File: src/rtl/cordic_iter_core.sv
// Iterative rotation-mode CORDIC: one micro-rotation per clock, valid/ready on both sides.
// alpha_table supplies the per-iteration angle constant, computed at elaboration time.

module alpha_table #(
  parameter int DEC  = 2,
  parameter int FRAC = 14,
  parameter int MOD  = 1
) (
  input  logic [$clog2(FRAC+1)-1:0] iter,
  output logic [DEC+FRAC-1:0]       alphai
);
  localparam int L    = DEC + FRAC;
  localparam int ITER = FRAC + 1;
  localparam int IW   = $clog2(ITER);

  // atan/atanh via power series; atan(1) is special-cased since its series barely converges.
  function automatic logic [L-1:0] alpha_val(input int unsigned i);
    real p, t, s, a, sc;
    p  = 1.0;
    sc = 1.0;
    for (int unsigned k = 0; k < i; k++) p = p * 0.5;
    for (int unsigned k = 0; k < FRAC; k++) sc = sc * 2.0;
    if (MOD == 0) begin
      a = p;
    end else if (i == 0) begin
      a = (MOD == 1) ? 0.78539816339744830962 : 0.0;
    end else begin
      s = 0.0;
      t = p;
      for (int unsigned k = 0; k < 40; k++) begin
        if (MOD == 1 && (k % 2) == 1) s = s - t / real'(2 * k + 1);
        else                          s = s + t / real'(2 * k + 1);
        t = t * p * p;
      end
      a = s;
    end
    return L'($rtoi(a * sc + 0.5));
  endfunction

  logic [L-1:0] rom [2**IW];

  for (genvar g = 0; g < 2**IW; g++) begin : g_rom
    localparam logic [L-1:0] AV = (g < ITER) ? alpha_val(g) : '0;
    assign rom[g] = AV;
  end

  assign alphai = rom[iter];
endmodule

module cordic_iter_core #(
  parameter int DEC  = 2,
  parameter int FRAC = 14,
  parameter int MOD  = 1
) (
  input  logic                clk,
  input  logic                rst,
  input  logic                in_valid,
  output logic                in_ready,
  input  logic [DEC+FRAC-1:0] x_in,
  input  logic [DEC+FRAC-1:0] y_in,
  input  logic [DEC+FRAC-1:0] z_in,
  output logic                out_valid,
  input  logic                out_ready,
  output logic [DEC+FRAC-1:0] x_out,
  output logic [DEC+FRAC-1:0] y_out,
  output logic [DEC+FRAC-1:0] z_out
);
  localparam int L    = DEC + FRAC;
  localparam int ITER = FRAC + 1;
  localparam int IW   = $clog2(ITER);
  localparam logic [IW-1:0] I0 = (MOD == -1) ? IW'(1) : '0;

  typedef enum logic [1:0] {IDLE, RUN, DONE} state_t;
  state_t state, state_nx;

  logic signed [L-1:0] x, y, z;
  logic signed [L-1:0] xs, ys, x_n, y_n, z_n;
  logic [L-1:0]        alphai;
  logic [IW-1:0]       cnt;
  logic                rep, fin, neg, need_rep, last_step;

  alpha_table #(.DEC(DEC), .FRAC(FRAC), .MOD(MOD)) u_alpha (
    .iter   (cnt),
    .alphai (alphai)
  );

  always_ff @(posedge clk or posedge rst) begin
    if (rst) state <= IDLE;
    else     state <= state_nx;
  end

  always_comb begin
    state_nx = state;
    case (state)
      IDLE:    if (in_valid)  state_nx = RUN;
      RUN:     if (fin)       state_nx = DONE;
      DONE:    if (out_ready) state_nx = IDLE;
      default: state_nx = IDLE;
    endcase
  end

  assign in_ready  = (state == IDLE);
  assign out_valid = (state == DONE);

  // Hyperbolic mode repeats i=4 and i=13 once each for convergence.
  assign need_rep  = (MOD == -1) && !rep && (cnt == IW'(4) || cnt == IW'(13));
  assign last_step = (cnt == IW'(FRAC)) && !need_rep;

  always_comb begin
    xs  = x >>> cnt;
    ys  = y >>> cnt;
    neg = z[L-1];
    x_n = x;
    if (MOD == 1)       x_n = neg ? x + ys : x - ys;
    else if (MOD == -1) x_n = neg ? x - ys : x + ys;
    y_n = neg ? y - xs : y + xs;
    z_n = neg ? z + alphai : z - alphai;
  end

  // fin adds one cycle after the last rotation to move the result into the output registers.
  always_ff @(posedge clk or posedge rst) begin
    if (rst) begin
      x     <= '0;
      y     <= '0;
      z     <= '0;
      cnt   <= '0;
      rep   <= 1'b0;
      fin   <= 1'b0;
      x_out <= '0;
      y_out <= '0;
      z_out <= '0;
    end else begin
      case (state)
        IDLE: if (in_valid) begin
          x   <= x_in;
          y   <= y_in;
          z   <= z_in;
          cnt <= I0;
          rep <= 1'b0;
          fin <= 1'b0;
        end
        RUN: if (fin) begin
          x_out <= x;
          y_out <= y;
          z_out <= z;
        end else begin
          x <= x_n;
          y <= y_n;
          z <= z_n;
          if (need_rep) begin
            rep <= 1'b1;
          end else begin
            rep <= 1'b0;
            if (last_step) fin <= 1'b1;
            else           cnt <= cnt + 1'b1;
          end
        end
        default: ;
      endcase
    end
  end
endmodule

File: config.mk
export PLATFORM = sky130hd
export DESIGN_NAME = cordic_iter_core
export DESIGN_NICKNAME = d
export VERILOG_FILES = /design/src/rtl/cordic_iter_core.sv
export SDC_FILE = /design/constraint.sdc
export NUM_CORES = 1
export LEC_CHECK = 0
export CAP_MARGIN = 10
export CORE_MARGIN = 1
export CORE_UTILIZATION = 53
export CTS_CLUSTER_DIAMETER = 30
export CTS_CLUSTER_SIZE = 10
export DETAILED_ROUTE_END_ITERATION = 10
export GPL_TIMING_DRIVEN = 0
export PLACE_DENSITY = 0.88
export SLEW_MARGIN = 20
export SYNTH_ARGS = -nofsm -noshare
export SYNTH_HDL_FRONTEND = slang
export SYNTH_SLANG_ARGS = --single-unit
File: constraint.sdc
create_clock -name clk -period 4.68 [get_ports clk]
set_input_delay 0.936 -clock clk [delete_from_list [all_inputs] [get_ports clk]]
set_output_delay 0.936 -clock clk [all_outputs]
set_load 0.005 [all_outputs]
After elaboration in Yosys (flattened, before gate mapping)
Memories as Yosys holds them, arrays and structs flattened.
Index checks and enable logic that the tools add are counted.

storage, ports and cells
  memories = 1
  input port bits = 52
  word-level logic and storage cells = 62
  latch bits = 0
  RAM bits = 0
  register bits after elaboration = 103
  output and inout port bits = 50
  ROM bits = 256

memories
  name              words  bits a word  read ports  clocked after Yosys merged registers in  wr ports  RTL line  RTL
  (name not given)  16     16           1           0                                        0         47        assign alphai = rom[iter];

operators by class
  magnitude comparators = 1
  div/mod/pow operators = 0
  bitwise logic cells = 1
  add/subtract/negate cells = 7
  reduce and logical (&&, ||, !) cells = 7
  $mul = 0
  shift-type cells = 2
  mux-type cells = 26
  equal/unequal tests = 8

operators by type and width
  operator               number
  $mux W16               11
  $pmux W16 S2           3
  $add A16 B16 Y16       3
  $sub A16 B16 Y16       3
  $sshr A16 B4 Y16       2
  $mux W4                3
  $ne A2 B2 Y1 const B   4
  $pmux W4 S2            1
  $mux W2                3
  $pmux W2 S3            1
  $reduce_and A3 Y1      2
  $ge A5 B5 Y1 const B   1
  $not A4 Y5             1
  $add A4 B1 Y4 const B  1
  $eq A4 B4 Y1 const B   1
  $reduce_and A2 Y1      2
  $reduce_and A4 Y1      1
  $mux W1                3
  $eq A2 B1 Y1 const B   1
  $eq A2 B2 Y1 const B   1
  $logic_not A2 Y1       1
  $ne A2 B1 Y1 const B   1
  $pmux W1 S2            1
  $reduce_bool A2 Y1     1

Depth between registers and ports, before layout
  depth in word-level cells = 8
  mapped depth = 23
  depth with buffers taken out = 20

Hierarchy
From an unflattened synthesis, not the netlist that was laid out.

unflattened totals
  cells, all modules = 1008
  area total of the unflattened synthesis = 9001.1 µm²

modules (own cells, without submodules)
  module            seq. area each (µm²)  area an instance (µm²)  instances  cells each
  cordic_iter_core  2577.5                8633.3                  1          960
  alpha_table       0.0                   367.9                   1          48

Worst setup path after synthesis
Ideal clock, no wire load.

  path kind = register to register
  start point = register cnt[0]
  end point = register x[14]
  library setup time = 82 ps
  data required time = 4598 ps
  cell stages (with the launch flop) = 22
  period minus slack after synthesis = 4522 ps
  data arrival time = 4441 ps
  setup slack = 158 ps
  path buffers = 4
  cells stage by stage = dfrtp_1 -> buf_6 -> buf_6 -> buf_4 -> buf_2 -> mux2i_1 -> mux4_2 -> nand2_1 -> o21ai_0 -> ha_1 -> nand2_1 -> o21ai_0 -> fa_1 -> a21o_1 -> a21oi_1 -> o211ai_1 -> a41oi_1 -> o21ai_0 -> o41ai_1 -> xnor2_1 -> nand2_1 -> a31oi_1

between the ends
  longest elaborated chain between the ends = 5
  elaborated cells on any way between the ends = 6
  classes of those cells = 2 x add/sub; 1 x shift; 3 x mux

ends and longest elaborated chain
  what                                                  RTL line  RTL
  start, declared                                       79        logic [IW-1:0] cnt;
  start signal, assigned                                155       else cnt <= cnt + 1'b1;
  $sshr A16 B4 Y16 *                                    111       ys = y >>> cnt;
  $sub A16 B16 Y16 or $add A16 B16 Y16 (tied branches)  114       if (MOD == 1) x_n = neg ? x + ys : x - ys;
  $mux W16 *                                            114
  $mux W16 *                                            142       RUN: if (fin) begin
  $pmux W16 S2 *                                        133       case (state)
  end signal, assigned                                  135       x <= x_in;
  end signal, assigned                                  147       x <= x_n;
  end, declared                                         76        logic signed [L-1:0] x, y, z;

Every way passes the cells marked *; elsewhere a longest branch is shown, timed or not. The select of a mux whose other input is x is not followed.
A chain may end at the register's enable or synchronous reset.

Final worst setup path
  start point = register cnt[0]
  end point = register x[15]

Same word-level chain as after synthesis.

==> summary.md <==
| Metric | Value |
|---|---|
| Post-synthesis instance area | just over 9000 um2 |
| DR WL/cell | 22.92 um |
| Nature of the critical path endpoint | flip-flop |
| Total clock buffers created by CTS | 9 |
| Antenna-violating nets left | 0 |
| Clk sinks | 103 |
| Height of the die | roughly 130 um |
| Global placer's final weighted congestion | 0.9774 |
| Num rows | between 40 and 50 |
| Hold violation count in the final report | 0 |
| Post-synth EDFFs | 0 |
| Endpoints failing setup | 0 |
| Avg Synthesized Cell Area | between 8 and 9 um2 |
| Worst Setup Path Type | reg2reg |
| Core region area | between 15000 and 20000 um2 |
| Total area of sequential cells | around 2600 um2 |
| Antenna violations before repair | 0 |
| Actual slew at the worst max-slew pin | about 1 ns |
| Area of the die | about 18000 um2 |
| Setup slack at placement | -1.096 ns |
| Effective utilization at floorplan | 0.5478 |
| Pins Over Slew Limit | 0 |
| HPWL after detailed placement | 22.59 mm |
| Startpoint kind of the worst setup timing path | flip-flop |
| Global route overflow | 0 |
| Startpoint of the lowest-slack hold path | z_out[15] |
| DRC Markers | 0 |
| Number of buffer cells added on primary ports | between 100 and 150 |
| Final Routed Wirelength | 32.25 mm |
| NumNets Final | ~1300 |
| Layout overhead on the synthesized area | 29.69% |
| Most instantiated cells after synthesis | 110 x nand2_1, 104 x nor2_1, 103 x dfrtp_1 |
| Total routing usage reported by global routing | 0.3508 |
| Share of the core filled with cells in the final layout | 0.7104 |
| Flip-flop and latch count after synthesis | 103 |
| Ratio of final minimum period to clock period | 0.9960 |
| Top-Level Pins | ~100 |
| Reg2reg setup slack | ~0.019 ns |
| Clock Path Buffers | 2 |
| Post-Route Setup TNS | 0 ns |
| DIE WIDTH | 133.4 um |
| Warning count from the yosys run | 0 |
| Gate count after technology mapping | 1021 |
| TritonCTS clock tree | done |
| Clock root buffer | clkbuf_16 |
| Required time reported for the critical path endpoint | 4.98 ns |
| Status | complete, no violations |
| Insertion delay of the later-clocked pin in the worst-skew pair | ~0.37 ns |
| Worst flop-to-flop path startpoint | cnt[0] |
| Vias after detailed routing | between 9000 and 10000 |
| Worst-path maximum fanout | 7 |
| Clock-pin slew of the registers on the worst-case setup and hold paths | approximately 0.080 ns |
| Maximum number of pins on one net before global-route repair | a little under 60 |
| Hold Crit Class | reg2reg |
| First element of the critical path | cnt[0] |
| Ratio of routed vias to standard cells | 6.511 |
| Share of the yosys chip area belonging to registers | 0.2817 |
| DRT Pass-1 Iters | 6 |
| Via count of the first global-routing pass | ~8400 |
| Worst slew margin relative to its limit | 0.3321 |
| Syn nets | between 1000 and 1500 |
| Library cell with the highest instance count after synthesis | nand2_1 |
| Most area-consuming cells after synthesis | dfrtp_1 28%, ha_1 8.8%, mux2_2 7.3% |
| Async set-or-reset flop fraction in the synthesized netlist | 1.000 |
| Minimum clock period after layout | roughly 4.7 ns |
| Most used DFF post-synth | dfrtp_1 |
| Post-synth top area share | 0.2817 |
| Area of combinational cells with multiple inputs | roughly 6800 um2 |
| Cell accounting for the most synthesized area | dfrtp_1 |
| Fraction of final layout cells sized beyond drive strength 1 | 0.2291 |
| Count of maximum capacitance violations | 0 |
| Setup clock skew after layout | around 0.013 ns |
| Fin Hold WS | between 0.4 and 0.5 ns |
| Starting DRC count in detailed routing | 934 |
| Max frequency | 214.5 MHz |
| Number of H-tree levels | 3 |
| Post-synthesis cell type count | 65 |
| Endpoint arrival time on the critical path | between 4 and 5 ns |
| Unrepaired setup endpoints after global routing | yes |
| Fin worst setup slack | around 0.019 ns |
| N_diodes | 0 |
| First-pass GRT wire length | 47.44 mm |
| Filler Cells Inserted | between 1000 and 1500 |
[worst max-delay path, stage by stage, from the launching register on]
cell and delay (ns):
dfrtp_2 0.44, buf_8 0.17, buf_12 0.14, mux4_2 0.54, mux4_2 0.46, nand4b_1 0.33
nor3_4 0.27, and3_4 0.24, a21oi_2 0.09, xnor2_2 0.27, ha_1 0.31, a21oi_2 0.17
o21ai_0 0.12, a31oi_1 0.20, o21ai_2 0.12, a31oi_1 0.19, o21ai_1 0.12, xnor2_1 0.14
nand2_1 0.08, a21oi_2 0.17
[area by class of cell]
class                   instances  area share
well taps                     220     0.02320
clock buffers                   9     0.01898
plain buffers                  61     0.03185
repair buffers                151      0.1200
multi-input cells             834      0.5722
inverters                      22    0.007698
flip-flops and latches        103      0.2175
clock inverters                 7    0.008542
[layout by cell type, fill, tap and decap left out, types with 6 or more instances in the layout]
cell type / instances
a21o_1: 15
a21oi_1: 77
mux2_2: 59
buf_1: 11
clkbuf_16: 10
nor2_1: 99
nand3_1: 14
nor3_1: 13
o21ai_2: 6
a21oi_2: 14
and2_1: 8
mux4_2: 27
o21ai_0: 58
clkbuf_4: 6
mux2i_1: 14
ha_1: 50
nand2b_1: 10
o21ai_1: 11
xor2_1: 32
a31oi_1: 18
nor2b_1: 6
nand2_1: 109
xnor2_2: 6
ha_4: 9
buf_4: 50
inv_1: 19
clkbuf_1: 28
mux4_1: 7
clkdlybuf4s50_1: 101
xnor2_1: 33
dfrtp_1: 100
and3_1: 11
[routing by layer]
metal	global-route usage	wire (um)	vias up
met5	0	0	-
met4	0.1307	999	0
met3	0.06849	2896	74
met2	0.5255	14710	510
met1	0.5017	13640	4525
li1	-	-	4052
[through the flow]
step | area, um2 | std cells
after global placement | 10440 | 1342
after CTS | 11120 | 1366
after floorplan | 9149 | 1021
after global routing | 11870 | 1407
after detailed placement | 10470 | 1343
final | 11870 | 1407
[flip-flops by register name, indices dropped and copies added (netlist names)]
name,cells
x,16
x_out,16
y,16
y_out,16
z,16
z_out,16
cnt,4
state,2
fin,1
[cell families (layout without fill, tap and decap cells)]
| kind of cell | after synthesis | count (layout) | synth area share |
|---|---|---|---|
| buffers and inverters | 84 | 250 | 0.04075 |
| xor gates and xnor gates | 72 | 72 | 0.06893 |
| DFF | 103 | 103 | 0.2817 |
| adders and majority gates | 67 | 67 | 0.09409 |
| and+or+nand+nor | 307 | 307 | 0.1507 |
| muxes | 108 | 108 | 0.1756 |
| AOI/OAI and AO/OA | 280 | 280 | 0.1882 |
[path summary, 6_finish.rpt]
kind / to / cells past startpoint
setup / recovery: x[15] / 19
hold / removal: z_out[15] / 2
setup reg to reg: x[15] / 19
hold reg to reg: z_out[15] / 2
max in group asynchronous: cnt[1] / 3
min in group asynchronous: x_out[4] / 2
[timing repair]
item                                    4_1_cts  5_1_grt
hold buffers                                  0        0
gates resized for setup                      74       90
pin swaps                                     8       51
setup buffers                                 8       40
endpoints found under the setup margin       30       18
gates cloned                                  0        1
Power is not shown: default switching activity piles up to over one toggle a cycle in this logic, so the estimate is an artifact.
